===== src/rtl/pc_update_if.sv =====
// Bundles the fetch-stage stall/redirect inputs and the registered PC outputs
// so that the PC unit and its driver share one connection.
interface pc_update_if #(
  parameter int PC_WIDTH     = 32,
  parameter int OFFSET_WIDTH = 8,
  parameter int COUNT_WIDTH  = 16
);
  logic                    busywait;
  logic                    flow_select;
  logic [OFFSET_WIDTH-1:0] offset;
  logic [PC_WIDTH-1:0]     pc;
  logic                    pc_valid;
  logic                    stalled;
  logic [COUNT_WIDTH-1:0]  retired;

  // Driver side: control-flow logic and memory stall source
  modport master (
    output busywait, flow_select, offset,
    input  pc, pc_valid, stalled, retired
  );

  // PC unit side
  modport slave (
    input  busywait, flow_select, offset,
    output pc, pc_valid, stalled, retired
  );
endinterface


===== src/rtl/pc_update_unit.sv =====
// Registered program-counter stage: picks PC+4 or PC+4+offset*4, commits it on
// each advancing edge, holds while memory stalls, and counts retired advances.
module pc_update_unit #(
  parameter int PC_WIDTH     = 32,
  parameter int OFFSET_WIDTH = 8,
  parameter int COUNT_WIDTH  = 16
) (
  input logic           CLK,
  input logic           RESET,
  pc_update_if.slave    bus
);

  localparam logic [1:0] ST_RST  = 2'b00;
  localparam logic [1:0] ST_RUN  = 2'b01;
  localparam logic [1:0] ST_HOLD = 2'b10;

  logic [1:0]             state_reg;
  logic [PC_WIDTH-1:0]    pc_reg;
  logic                   pc_valid_reg;
  logic                   stalled_reg;
  logic [COUNT_WIDTH-1:0] retired_reg;

  logic [PC_WIDTH-1:0]    seq_addr;
  logic [PC_WIDTH-1:0]    offset_ext;
  logic [PC_WIDTH-1:0]    target_addr;
  logic [PC_WIDTH-1:0]    pc_next;
  logic [COUNT_WIDTH-1:0] retired_next;

  // Next-address datapath; all sums wrap silently modulo 2^PC_WIDTH
  always_comb begin
    seq_addr     = pc_reg + PC_WIDTH'(4);
    offset_ext   = {{(PC_WIDTH-OFFSET_WIDTH-2){bus.offset[OFFSET_WIDTH-1]}},
                    bus.offset, 2'b00};
    target_addr  = seq_addr + offset_ext;
    pc_next      = bus.flow_select ? target_addr : seq_addr;
    // Counter sticks at all-ones instead of wrapping
    retired_next = (&retired_reg) ? retired_reg : retired_reg + COUNT_WIDTH'(1);
  end

  // Control FSM and registered outputs; a stalled edge leaves PC untouched so
  // the redirect is re-evaluated from stable inputs on the releasing edge
  always_ff @(posedge CLK) begin
    if (RESET) begin
      state_reg    <= ST_RST;
      pc_reg       <= '0;
      pc_valid_reg <= 1'b0;
      stalled_reg  <= 1'b0;
      retired_reg  <= '0;
    end else begin
      case (state_reg)
        ST_RST: begin
          // First edge out of reset only announces address 0 as valid
          state_reg    <= ST_RUN;
          pc_valid_reg <= 1'b1;
        end
        ST_RUN: begin
          if (bus.busywait) begin
            state_reg   <= ST_HOLD;
            stalled_reg <= 1'b1;
          end else begin
            pc_reg      <= pc_next;
            retired_reg <= retired_next;
          end
        end
        ST_HOLD: begin
          if (!bus.busywait) begin
            pc_reg      <= pc_next;
            retired_reg <= retired_next;
            stalled_reg <= 1'b0;
            state_reg   <= ST_RUN;
          end
        end
        default: begin
          state_reg    <= ST_RST;
          pc_reg       <= '0;
          pc_valid_reg <= 1'b0;
          stalled_reg  <= 1'b0;
          retired_reg  <= '0;
        end
      endcase
    end
  end

  assign bus.pc       = pc_reg;
  assign bus.pc_valid = pc_valid_reg;
  assign bus.stalled  = stalled_reg;
  assign bus.retired  = retired_reg;

endmodule


===== src/flat_wrapper.sv =====
// flat-port wrapper written by rule: the top's interface ports become plain ports
module pc_update_unit_flat 
#(
  parameter int PC_WIDTH     = 32,
  parameter int OFFSET_WIDTH = 8,
  parameter int COUNT_WIDTH  = 16
)
  (CLK, RESET, bus_busywait, bus_flow_select, bus_offset, bus_pc, bus_pc_valid, bus_stalled, bus_retired);
  pc_update_if #(.PC_WIDTH(PC_WIDTH), .OFFSET_WIDTH(OFFSET_WIDTH), .COUNT_WIDTH(COUNT_WIDTH)) bus_i ();
  input logic CLK;
  input logic RESET;
  input wire logic [$bits(bus_i.busywait)-1:0] bus_busywait;
  input wire logic [$bits(bus_i.flow_select)-1:0] bus_flow_select;
  input wire logic [$bits(bus_i.offset)-1:0] bus_offset;
  output wire logic [$bits(bus_i.pc)-1:0] bus_pc;
  output wire logic [$bits(bus_i.pc_valid)-1:0] bus_pc_valid;
  output wire logic [$bits(bus_i.stalled)-1:0] bus_stalled;
  output wire logic [$bits(bus_i.retired)-1:0] bus_retired;
  assign bus_i.busywait = bus_busywait;
  assign bus_i.flow_select = bus_flow_select;
  assign bus_i.offset = bus_offset;
  assign bus_pc = bus_i.pc;
  assign bus_pc_valid = bus_i.pc_valid;
  assign bus_stalled = bus_i.stalled;
  assign bus_retired = bus_i.retired;
  pc_update_unit #(.PC_WIDTH(PC_WIDTH), .OFFSET_WIDTH(OFFSET_WIDTH), .COUNT_WIDTH(COUNT_WIDTH)) u_core (.CLK(CLK), .RESET(RESET), .bus(bus_i));
endmodule

===== config.mk =====
export PLATFORM = sky130hd
export DESIGN_NAME = pc_update_unit_flat
export DESIGN_NICKNAME = d
export VERILOG_FILES = /design/src/rtl/pc_update_if.sv /design/src/rtl/pc_update_unit.sv /design/src/flat_wrapper.sv
export SDC_FILE = /design/constraint.sdc
export NUM_CORES = 1
export LEC_CHECK = 0
export ABC_AREA = 1
export CORE_ASPECT_RATIO = 0.7
export CORE_UTILIZATION = 55
export DETAILED_ROUTE_END_ITERATION = 16
export GPL_TIMING_DRIVEN = 0
export PLACE_DENSITY = 0.78
export SYNTH_ARGS = -nofsm -noshare
export SYNTH_HDL_FRONTEND = slang
export SYNTH_SLANG_ARGS = --single-unit
export TNS_END_PERCENT = 5

===== constraint.sdc =====
create_clock -name CLK -period 3.05 [get_ports CLK]
set_input_delay 0.305 -clock CLK [delete_from_list [all_inputs] [get_ports CLK]]
set_output_delay 0.305 -clock CLK [all_outputs]
set_load 0.005 [all_outputs]

==> results of run 1 <==
==> critical path, cell delays in order, from the launching register on <==
cell      delay [ns]
dfxtp_2         0.43
nand2_1         0.17
nor2_2          0.17
nand4_1         0.15
nor2_4          0.19
xor2_2          0.23
ha_1            0.30
nand2_1         0.07
nand2_1         0.07
o21bai_1        0.19
nand3b_1        0.30
nand2_1         0.14
nand2_1         0.07
nand2_1         0.07
nand3_1         0.07
nand2_1         0.11
a21oi_2         0.05
==> report_power, final <==
group	switching, mW	internal (mW)
Sequential	0.185	0.789
Combinational	1.39	0.854
Clock	0.270	0.326
==> stage by stage <==
step / hold slack [ns] / instances / setup TNS, ns / power, mW / setup slack [ns]
floorplan: 0.440 / 943 / 0 / 2.33 / 0.444
global placement: 0.437 / 1128 / -2.88 / 2.98 / -0.250
detailed placement: 0.446 / 1128 / -3.72 / 3.00 / -0.264
CTS: 0.456 / 1136 / -0.0581 / 3.60 / -0.0230
global route: 0.473 / 1148 / -0.225 / 4.08 / -0.0683
finish: 0.452 / 1148 / 0 / 3.82 / 0.120
==> layer usage <==
metal | vias to the layer above | track usage
li1 | 3171 | -
met1 | 2844 | 0.509
met2 | 286 | 0.458
met3 | 15 | 0.0605
met4 | 0 | 0.0505
met5 | - | 0
==> cells in the mapped netlist, types with 3 or more instances <==
| cell | number | area, um2 |
|---|---|---|
| nand3_1 | 70 | 350 |
| inv_2 | 6 | 22.5 |
| nor2_4 | 10 | 113 |
| a21oi_1 | 70 | 350 |
| dfxtp_1 | 50 | 1000 |
| o21bai_1 | 4 | 30.0 |
| xnor2_1 | 7 | 61.3 |
| nand2_1 | 307 | 1150 |
| a211oi_1 | 3 | 22.5 |
| a21oi_2 | 6 | 52.6 |
| nor3_1 | 13 | 65.1 |
| a21o_1 | 5 | 37.5 |
| clkbuf_1 | 11 | 41.3 |
| nor2_2 | 4 | 25.0 |
| nand4_1 | 15 | 93.8 |
| nand3b_1 | 3 | 22.5 |
| buf_4 | 4 | 30.0 |
| o21ai_1 | 3 | 15.0 |
| inv_1 | 128 | 480 |
| nor2_1 | 91 | 342 |
| xor2_1 | 19 | 166 |
| nand2_2 | 11 | 68.8 |
| nand3_2 | 4 | 40.0 |
| ha_1 | 39 | 488 |
| and2_1 | 5 | 31.3 |
| o21ai_0 | 23 | 115 |
| o211ai_1 | 7 | 52.6 |
==> kinds of logic (layout without fill, tap and decap cells) <==
family / after synthesis / count (layout) / synth area share
xor+xnor: 26 / 26 / 0.0415
simple gates: 541 / 541 / 0.434
mux: 1 / 1 / 0.00205
other cells: 1 / 2 / 0.000684
buf+inv: 153 / 230 / 0.109
compound gates: 130 / 130 / 0.137
flops: 50 / 50 / 0.183
fa+ha+maj: 40 / 40 / 0.0926
==> repair_timing <==
action,CTS,global route
gates resized for setup,11,92
setup endpoints to repair,13,22
pin swaps,1,18
setup buffers,0,12
gates cloned,0,0
==> cell usage in the layout (no fill, tap or decap), drive strengths merged, types with 2 or more instances in the layout <==
master and n:
nand4 16, clkinv 2, nand2 320, ha 39
dfxtp 50, nand3 74, a31oi 2, o21bai 5
a211oi 3, buf 19, conb 2, o21ai 27
clkbuf 17, nor2 105, o21a 2, clkdlybuf4s50 56
o211ai 7, xor2 19, and2 5, xnor2 7
nor3 14, nand3b 3, a21o 5, a21oi 76
inv 134
==> area by class of cell <==
class                      instances  area, um2
buffer                            18       92.6
clock buffer                       6        139
clock inverter                     2       12.5
fill                             898       2880
inverter                         135        507
multi-input combinational        740       4180
sequential                        50       1050
tap                              128        160
timing repair buffer              69        663
==> worst min-delay path by stage <==
stage	start	end	slack (ns)	cells after the start
after floorplan	u_core.bus.stalled$_SDFFE_PP0P_	u_core.bus.stalled$_SDFFE_PP0P_	0.44	2
after global routing	u_core.bus.stalled$_SDFFE_PP0P_	u_core.bus.stalled$_SDFFE_PP0P_	0.47	2
after detailed placement	u_core.bus.stalled$_SDFFE_PP0P_	u_core.bus.stalled$_SDFFE_PP0P_	0.45	2
after CTS	u_core.bus.stalled$_SDFFE_PP0P_	u_core.bus.stalled$_SDFFE_PP0P_	0.46	2
final	u_core.bus.stalled$_SDFFE_PP0P_	u_core.bus.stalled$_SDFFE_PP0P_	0.45	2
after global placement	u_core.bus.stalled$_SDFFE_PP0P_	u_core.bus.stalled$_SDFFE_PP0P_	0.44	2
==> flow_metrics.py, run 1 <==
metrics = {
    "run_status": {
        "outcome": "finished clean",
    },
    "timing": {
        "post-route-period-util": 0.961,
        "fin_crit_ns": 2.93,
        "skew_ns": 0.00508,
        "drv_slew": 0,
        "tightestPinTransition_ns": 1.33,
        "max_freq_mhz": 341,
        "relSlewSlack": 0.115,
        "finalHoldViolCount": 0,
        "rsz0062_at_grt": "yes",
        "final-setup-viol-count": 0,
    },
    "drt": {
        "highest_layer": "met4",
        "vias": 6316,
        "post-route-drc-count": 0,
        "wl_per_cell_um": 15.1,
        "dr_wl_met3_um": 1690,
        "drt_wl_total_um": 17300,
        "wl_met2_um": 7160,
        "viasPerCell": 5.50,
        "ant_nets": 0,
        "drtIter0Drc": 693,
        "drt_pass1_iterations": 9,
        "wl_met1_um": 8310,
    },
    "placed_design": {
        "port_buffers": 57,
        "hpwlAfterDp_um": 13500,
        "gp_congestion": 0.967,
        "placed_cell_area_um2": 6220,
    },
    "die": {
        "io_pins": 62,
        "die-area_um2": 10400,
        "rows": 30,
        "initial_core_util": 0.566,
        "core_um2": 9680,
        "die_height_um": 85.5,
        "die_x_um": 121,
    },
    "logic_synthesis": {
        "postSynthAreaPerCell_um2": 5.82,
        "synth_edf_count": 0,
        "synthesis.area_um2": 5480,
        "ys_ff_latch": 50,
        "postSynthCellCount": 942,
        "seq_area_frac_synth": 0.183,
        "synthFlopType": "dfxtp_1",
        "async_flop_share": 0,
        "ys.warnings.count": 0,
        "synth_cell_types": 47,
    },
    "worst_setup_path": {
        "crit_required_ns": 3.21,
        "critPathKind": "register to register",
        "path_max_fanout": 7,
        "reg2reg_to": "u_core.bus.pc[22]$_SDFFE_PP0P_",
        "crit_start": "u_core.bus.pc[11]$_SDFFE_PP0P_",
        "reg2reg_from": "u_core.bus.pc[11]$_SDFFE_PP0P_",
        "rrSetupSlack_ns": 0.12,
        "worst_r2r_path_depth": 16,
        "endpoint_kind": "register",
        "startpoint_type": "register",
        "arrival_ns": 3.09,
        "crit_path_end": "u_core.bus.pc[22]$_SDFFE_PP0P_",
    },
    "cells_and_area": {
        "post-route-util": 0.702,
        "largest_reg_flops": 30,
        "final_nets": 1071,
        "diodes": 0,
        "syn_to_final_growth_pct": 24.0,
        "drive_gt1_frac": 0.154,
        "design_area_um2": 6800,
    },
    "clocking": {
        "clockBufferDepth": 2,
        "clkSlewWorstSetupHoldPaths_ns": 0.07,
        "cts_max_level": 2,
        "cts-root-buf": "clkbuf_16",
        "insertion_delay_ns": 0.29,
        "cts_made_buffers": 5,
        "cts_tree": "built",
        "hold_buffers": 0,
        "clock_sinks": 50,
    },
    "grt": {
        "grt_pass1_vias": 5291,
        "grt_max_degree": 30,
        "grt-ovfl-total": 0,
        "antenna_found_initial": 0,
        "track_usage": 0.325,
        "grt_pass1_wl_um": 26400,
    },
    "power_and_ir_drop": {
        "powerDensity_nw_per_um2": 561,
        "irDropWorstVdd_v": 0.000534,
        "leakage_nw": 3.15,
    },
    "min_path": {
        "hold_path.class": "register to register",
    },
    "flow_run": {
        "drv_cap": 0,
    },
}
(Power assumes the default switching activity.)
==> inputs of run 2 (changes only) <==
--- a/config.mk
+++ b/config.mk
@@ -8,6 +8,7 @@
 export ABC_AREA = 1
 export CORE_ASPECT_RATIO = 0.7
 export CORE_UTILIZATION = 55
+export CTS_BUF_LIST = sky130_fd_sc_hd__clkbuf_4
 export DETAILED_ROUTE_END_ITERATION = 16
 export GPL_TIMING_DRIVEN = 0
 export PLACE_DENSITY = 0.78
==> run 2 against run 1 <==
Worst setup slack got worse by 0.028 ns. Sequential share of layout area increased by 0.33 points. Utilization decreased by 0.98 points. Flip-flop and latch count unchanged. Combinational power about the same. Hold slack got worse by 0.080 ns. Power decreased by 7.3%. Cell area decreased by 1.4%. Largest cell class unchanged. Largest power group unchanged.
==> flow_metrics.py, run 2 (same netlist as run 1, synthesis figures left out) <==
metrics = {
    "die": {
        "die_x_um": 121,
        "die-area_um2": 10400,
        "die_height_um": 85.5,
        "io_pins": 62,
        "rows": 30,
        "core_um2": 9680,
        "initial_core_util": 0.566,
    },
    "timing": {
        "tns_ns": 0,
        "max_freq_mhz": 338,
        "relSlewSlack": 0.106,
        "post-route-period-util": 0.970,
        "worst_slack_ns": 0.0913,
        "final-setup-viol-count": 0,
        "fin_crit_ns": 2.96,
        "rsz0062_at_grt": "yes",
        "drv_slew": 0,
        "skew_ns": 0.0136,
        "finalHoldViolCount": 0,
        "tightestPinTransition_ns": 1.34,
    },
    "clocking": {
        "cts_max_level": 2,
        "hold_buffers": 0,
        "cts-root-buf": "clkbuf_4",
        "insertion_delay_ns": 0.39,
        "cts_tree": "built",
        "clockBufferDepth": 2,
        "cts_made_buffers": 5,
        "clkSlewWorstSetupHoldPaths_ns": 0.15,
        "clock_sinks": 50,
    },
    "grt": {
        "grt_pass1_vias": 5225,
        "grt-ovfl-total": 0,
        "track_usage": 0.322,
        "grt_max_degree": 30,
        "grt_pass1_wl_um": 26200,
        "antenna_found_initial": 0,
    },
    "placed_design": {
        "dp_cells": 1128,
        "hpwlAfterDp_um": 13500,
        "port_buffers": 57,
        "gp_congestion": 0.967,
        "dp_slack_ns": -0.264,
    },
    "cells_and_area": {
        "final_common_cell": "nand2_1",
        "syn_to_final_growth_pct": 22.3,
        "final_cells": 1153,
        "drive_gt1_frac": 0.154,
        "final_nets": 1076,
        "post-route-util": 0.693,
        "diodes": 0,
        "largest_reg_flops": 30,
        "layout_common_cells": "nand2_1, inv_1, nor2_1",
    },
    "worst_setup_path": {
        "arrival_ns": 3.22,
        "critPathKind": "register to register",
        "cpPeakStageDelay_ns": 0.43,
        "endpoint_kind": "register",
        "path_cells": "nand2_1, nor2_1, nand4_1, nor2_4, xor2_2, ha_1, nand2_1, nand2_1, o21bai_1, nand3b_1, nand2_1, nand2_1, nand2_1, nand3_1, nand2_1, a21oi_1",
        "crit_family": "simple AND/OR/NAND/NOR gates",
        "cp_slowest_cell": "dfxtp_4",
        "startpoint_type": "register",
        "crit_path_frequent_cell": "nand2_1",
        "crit_required_ns": 3.31,
        "cp.buffers_inverters": 0,
        "path_max_fanout": 7,
    },
    "drt": {
        "post-route-drc-count": 0,
        "drtIter0Drc": 703,
        "wl_per_cell_um": 15.0,
        "ant_nets": 0,
        "viasPerCell": 5.52,
        "drt_pass1_iterations": 6,
        "vias": 6370,
        "drt_wl_total_um": 17300,
    },
    "flow_run": {
        "drv_cap": 0,
    },
    "min_path": {
        "hold_path.class": "primary input to register",
    },
    "power_and_ir_drop": {
        "leakage_nw": 3.12,
        "powerDensity_nw_per_um2": 527,
        "irDropWorstVdd_v": 0.000504,
    },
    "run_status": {
        "outcome": "finished clean",
    },
}
run 2: cell types whose count changed in the layout (fill, tap and decap cells not counted), sizes merged:
cell	change
buf	+5
clkbuf	-1
clkinv	+1
run 2: final timing paths:
check	startpoint	endpoint	slack, ns	depth (start not counted)
max reg2reg	u_core.bus.pc[11]$_SDFFE_PP0P_	u_core.bus.pc[30]$_SDFFE_PP0P_	0.09	16
max	u_core.bus.pc[11]$_SDFFE_PP0P_	u_core.bus.pc[30]$_SDFFE_PP0P_	0.09	16
min reg2reg	u_core.bus.stalled$_SDFFE_PP0P_	u_core.bus.stalled$_SDFFE_PP0P_	0.46	2
min	RESET	u_core.bus.pc[26]$_SDFFE_PP0P_	0.37	2
run 2: layout make-up:
cell class / instances / area [um2]
buffer: 18 / 92.6
clock buffer: 5 / 37.5
clock inverter: 3 / 16.3
fill: 926 / 2980
inverter: 135 / 507
multi-input combinational: 740 / 4140
sequential: 50 / 1050
tap: 128 / 160
timing repair buffer: 74 / 701
run 2: through the flow:
step                      power (mW)  cell area, um2  hold slack (ns)
after floorplan                 2.33            5490            0.440
after global routing            3.81            6710            0.380
after global placement          2.98            6220            0.437
after detailed placement        3.00            6220            0.446
after CTS                       3.34            6310            0.357
final                           3.54            6710            0.372
run 2: power by group:
part | leakage (nW) | switching (mW) | total (mW) | internal [mW]
logic | 2.68 | 1.40 | 2.25 | 0.857
clock network | 0.0286 | 0.235 | 0.322 | 0.0863
registers | 0.418 | 0.172 | 0.962 | 0.790
run 2: timing repair:
| action | in CTS | in global routing |
|---|---|---|
| cloned | 0 | 0 |
| pin swaps | 1 | 13 |
| buffers inserted | 0 | 17 |
| endpoints found under the setup margin | 13 | 21 |
| gates resized for setup | 18 | 81 |
run 2: metal layers:
layer	vias up	global-route usage	wire length [um]	share of wire
li1	3178	-	-	-
met1	2893	0.511	8350	0.48
met2	287	0.453	7200	0.42
met3	12	0.0572	1610	0.093
met4	0	0.0415	96	0.0056
met5	-	0	0	0
